File: src/rtl/countdown_sequencer.sv
// Loadable down-counter sequencing the per-element operations of one vector instruction.
// It takes an element count, decrements it once per step and pulses done when the count is exhausted.
module countdown_sequencer #(
  parameter int WIDTH     = 4,
  parameter int MAX_COUNT = 2**WIDTH-1
) (
  input  logic             clk,
  input  logic             reset_n,
  input  logic             load_valid,
  output logic             load_ready,
  input  logic [WIDTH-1:0] load_count,
  input  logic             step,
  input  logic             abort,
  output logic [WIDTH-1:0] count,
  output logic             busy,
  output logic             last,
  output logic             done,
  output logic [1:0]       state_dbg
);

  // Load handshake: a load is taken on a rising edge where load_valid && load_ready;
  // load_ready is high only in IDLE, and load_valid is ignored whenever load_ready is low.
  typedef enum logic [1:0] {
    S_IDLE = 2'd0,
    S_RUN  = 2'd1,
    S_DONE = 2'd2
  } state_t;

  localparam logic [WIDTH-1:0] MAX_VAL = WIDTH'(MAX_COUNT);

  state_t           r_state;
  state_t           w_next_state;
  logic [WIDTH-1:0] r_count;
  logic [WIDTH-1:0] w_next_count;
  logic [WIDTH-1:0] w_load_val;

  assign w_load_val = (load_count > MAX_VAL) ? MAX_VAL : load_count;

  always_ff @(posedge clk or negedge reset_n) begin
    if (!reset_n) begin
      r_state <= S_IDLE;
      r_count <= '0;
    end else begin
      r_state <= w_next_state;
      r_count <= w_next_count;
    end
  end

  always_comb begin
    w_next_state = r_state;
    w_next_count = r_count;
    case (r_state)
      S_IDLE: begin
        if (load_valid) begin
          w_next_count = w_load_val;
          w_next_state = (w_load_val == '0) ? S_DONE : S_RUN;
        end
      end
      S_RUN: begin
        // abort takes priority over a step in the same cycle
        if (abort) begin
          w_next_count = '0;
          w_next_state = S_IDLE;
        end else if (step) begin
          w_next_count = r_count - 1'b1;
          if (r_count == WIDTH'(1)) begin
            w_next_state = S_DONE;
          end
        end
      end
      S_DONE: begin
        w_next_state = S_IDLE;
      end
      default: begin
        w_next_state = S_IDLE;
        w_next_count = '0;
      end
    endcase
  end

  always_comb begin
    load_ready = (r_state == S_IDLE);
    busy       = (r_state == S_RUN);
    last       = (r_state == S_RUN) && (r_count == WIDTH'(1));
    done       = (r_state == S_DONE);
    count      = r_count;
    state_dbg  = r_state;
  end

endmodule

File: config.mk
export PLATFORM = sky130hd
export DESIGN_NAME = countdown_sequencer
export DESIGN_NICKNAME = d
export VERILOG_FILES = /design/src/rtl/countdown_sequencer.sv
export SDC_FILE = /design/constraint.sdc
export NUM_CORES = 1
export LEC_CHECK = 0
export ABC_AREA = 1
export CAP_MARGIN = 20
export CORE_AREA = 2 2 39 41
export DETAILED_ROUTE_END_ITERATION = 8
export DIE_AREA = 0 0 41 43
export PLACE_DENSITY = 0.69
export SYNTH_ARGS = -nofsm -noshare
export SYNTH_HDL_FRONTEND = slang
export SYNTH_SLANG_ARGS = --single-unit
File: constraint.sdc
create_clock -name clk -period 1 [get_ports clk]
set_input_delay 0.3 -clock clk [delete_from_list [all_inputs] [get_ports clk]]
set_output_delay 0.3 -clock clk [all_outputs]
set_load 0.01 [all_outputs]
==> results.rst <==
.. list-table::
   :header-rows: 1

   * - Metric
     - Value
   * - Status
     - complete, but fails checks
   * - Failing checks
     - setup timing
   * - Final worst path period need
     - around 1.4 ns
   * - Global-route wire length before repair
     - 2310 um
   * - Final-layout worst hold slack
     - just under 0.3 ns
   * - Fill cells
     - about 110
   * - Dpl hpwl
     - 1010 um
   * - Hold Crit Class
     - in2async
   * - GRT Resource Usage Total
     - 0.202
   * - Dpl cells
     - 110
   * - Worst EP required
     - approximately 0.7 ns
   * - Routed vias/inst
     - 4.48
   * - Util after Layout
     - 0.721
   * - Type of element capturing the critical path
     - primary output
   * - Number of hold violations in the final report
     - 0
   * - Worst clock skew
     - roughly 0.0036 ns
   * - First-pass detailed-route iteration total
     - 3
   * - Buffer cell driving the clock tree root
     - sky130_fd_sc_hd__clkbuf_4
   * - H-tree depth reported by CTS
     - 1
   * - Setup repair after global routing missed its margin
     - true
   * - CTS max path bufs
     - 2
   * - Kind of launch point of the worst setup path
     - flop
   * - Non-filler cells, final
     - approximately 130
   * - DRC Markers
     - 0
   * - Period utilisation layout
     - 1.37
   * - Slew at the pin with the worst max-slew slack
     - around 0.3 ns
   * - Vias in the first global route
     - ~560
   * - Biggest fanout along the worst timing path
     - 2
   * - Max Cap Violations
     - 0
   * - Normalized max-slew margin
     - 0.795
   * - Standby leakage power
     - a little over 0.5 nW
   * - Clock tree from TritonCTS
     - done
   * - I/O pin cnt
     - 19
   * - Total Neg Setup Slack
     - -4.27 ns
   * - Clock insertion delay at the later pin of the skew report
     - 0.25 ns
   * - Vertical extent of the die
     - around 43 um
   * - Cells traversed along the worst timing path
     - inv_2 > ha_4 > nand2_4 > nor2_4 > buf_6
   * - Distinct cell type count after synthesis
     - 17
   * - Count of hold buffers inserted by post-cts repair
     - 0
   * - Number of violations reported at the end of detailed-routing iteration 0
     - 4
   * - Clock transition at the register clock pins on the worst setup and hold paths after CTS
     - about 0.05 ns
   * - Startpoint-to-endpoint class of the critical path
     - reg2out
   * - Total of flip-flops plus latches after synthesis
     - 6
   * - Die span in x
     - around 41 um
   * - Rows
     - 14
   * - Commonest cells after routing, fill and taps aside
     - sky130_fd_sc_hd__buf_6, sky130_fd_sc_hd__nand2_1, sky130_fd_sc_hd__buf_4
   * - Pwr per Cell Area
     - roughly 3200 nW/um2
   * - Aggregate global routing overflow
     - 0
   * - Worst IR Drop VDD
     - 0.00156 V
   * - Post-layout worst setup margin
     - -0.375 ns
   * - Remaining antenna violation count
     - 0
   * - Number of cells produced by synthesis
     - 64
   * - Total number of nets in the final design
     - between 100 and 150
   * - Wire length reported by the detailed router
     - ~1500 um
   * - Core region area
     - around 1400 um2
   * - R2r worst-path depth
     - 10
   * - Synthesized netlist net count
     - 75
   * - Antenna violations before repair
     - 0
   * - Warning count from the yosys run
     - 0
   * - Avg Synthesized Cell Area
     - between 7 and 8 um2
   * - Maximum clock frequency
     - 727 MHz
   * - Initial Utilization
     - 0.331
   * - Setup violations, final
     - 16
   * - Delay contributed by the slowest stage of the critical path
     - 0.38 ns
   * - Count of clock tree sinks
     - 6
   * - Cell Area, Synth
     - 458 um2
   * - Number of buffers created by CTS
     - 3
   * - Total via count in the routed design
     - between 500 and 600
   * - WL/cell
     - roughly 12 um
   * - Arrival time reported for the critical path endpoint
     - ~1.1 ns
   * - Cell at the slowest stage of the critical path
     - sky130_fd_sc_hd__dfrtp_1
   * - Most common cell after layout, fill and taps aside
     - sky130_fd_sc_hd__buf_6
   * - Final RePlAce weighted congestion
     - between 0.8 and 0.9
   * - Die Area
     - 1760 um2
   * - Count of antenna diodes in the layout
     - 0
   * - Fraction of layout instances using a drive strength above 1
     - 0.618
   * - Sequential cell area fraction in the yosys report
     - 0.328
   * - Buffers added on ports
     - 18
   * - Final Slew Violations
     - 0
   * - Area added between synthesis and finish
     - 118%
   * - Pin count of the biggest net entering global routing
     - 8
## worst max-delay path, delay by kind of cell, from the launching register on
family | cells | cell delay, ns
adder cells (fa/ha/maj) | 1 | 0.13
buffers and inverters | 2 | 0.18
flip-flops | 1 | 0.38
AND/OR/NAND/NOR | 2 | 0.13
## path summary, 6_finish.rpt
| check | startpoint | to | slack, ns |
|---|---|---|---|
| setup / recovery | count[1] | last | -0.37 |
| hold reg to reg | count[2] | count[2] | 0.64 |
| max in group asynchronous | reset_n | count[0] | 0.45 |
| min in group clk | count[2] | count[2] | 0.64 |
| setup reg to reg | state_dbg[0] | count[2] | -0.30 |
| hold / removal | reset_n | count[1] | 0.30 |
## flip-flops by register name, indices dropped and copies added, names as in the netlist
signal,flops
state_dbg,2
count,4
## through the flow
step | setup WS (ns) | power [mW] | cell area (um2)
floorplan | -0.0969 | 1.40 | 492
global placement | -0.520 | 2.17 | 782
detailed placement | -0.546 | 2.22 | 782
CTS | -0.385 | 3.02 | 951
global route | -0.407 | 3.45 | 997
finish | -0.375 | 3.22 | 997
## layout make-up
type / count / area (um2) / area share
multi-input combinational: 49 / 367 / 0.368
sequential: 6 / 154 / 0.154
inverter: 9 / 36.3 / 0.0364
clock buffer: 4 / 26.3 / 0.0263
tap: 16 / 20.0 / 0.0201
timing repair buffer: 42 / 394 / 0.395
## cells by family after synthesis
group           share of synthesized area
simple gates                        0.437
buf+inv                            0.0792
compound gates                     0.0820
flops                               0.328
fa+ha+maj                          0.0546
xor+xnor                           0.0191
## metal layers
| layer | vias up | wire length (um) | GRT usage |
|---|---|---|---|
| li1 | 289 | - | - |
| met1 | 257 | 599 | 0.235 |
| met2 | 15 | 799 | 0.334 |
| met3 | 3 | 54 | 0.0314 |
| met4 | 0 | 25 | 0.100 |
| met5 | - | 0 | 0 |
## power breakdown
| group | leakage, nW | switching, mW | internal, mW | total [mW] |
|---|---|---|---|---|
| Clock | 0.0150 | 0.104 | 0.152 | 0.256 |
| Combinational | 0.421 | 1.13 | 1.36 | 2.49 |
| Sequential | 0.0723 | 0.114 | 0.364 | 0.478 |
| Total | 0.508 | 1.35 | 1.87 | 3.22 |
## cell usage after synthesis
master	count	share of area
sky130_fd_sc_hd__nand2_1	22	0.18
sky130_fd_sc_hd__nor2_1	7	0.057
sky130_fd_sc_hd__dfrtp_1	6	0.33
sky130_fd_sc_hd__inv_1	6	0.049
sky130_fd_sc_hd__nand3_1	4	0.044
sky130_fd_sc_hd__o21ai_0	3	0.033
sky130_fd_sc_hd__ha_1	2	0.055
sky130_fd_sc_hd__inv_2	2	0.016
sky130_fd_sc_hd__nand2_4	2	0.049
sky130_fd_sc_hd__nor2_4	2	0.049
sky130_fd_sc_hd__o21ai_1	2	0.022
sky130_fd_sc_hd__a21oi_1	1	0.011
sky130_fd_sc_hd__inv_4	1	0.014
sky130_fd_sc_hd__nand2_2	1	0.014
sky130_fd_sc_hd__nor2_8	1	0.044
sky130_fd_sc_hd__o211ai_1	1	0.016
sky130_fd_sc_hd__xnor2_1	1	0.019
## what timing repair did
item	4_1_cts	5_1_grt
resized for setup	66	10
setup buffers	12	2
pin swaps	13	5
endpoints found under the setup margin	16	16
Note: power is estimated with default switching activity, not from simulation.
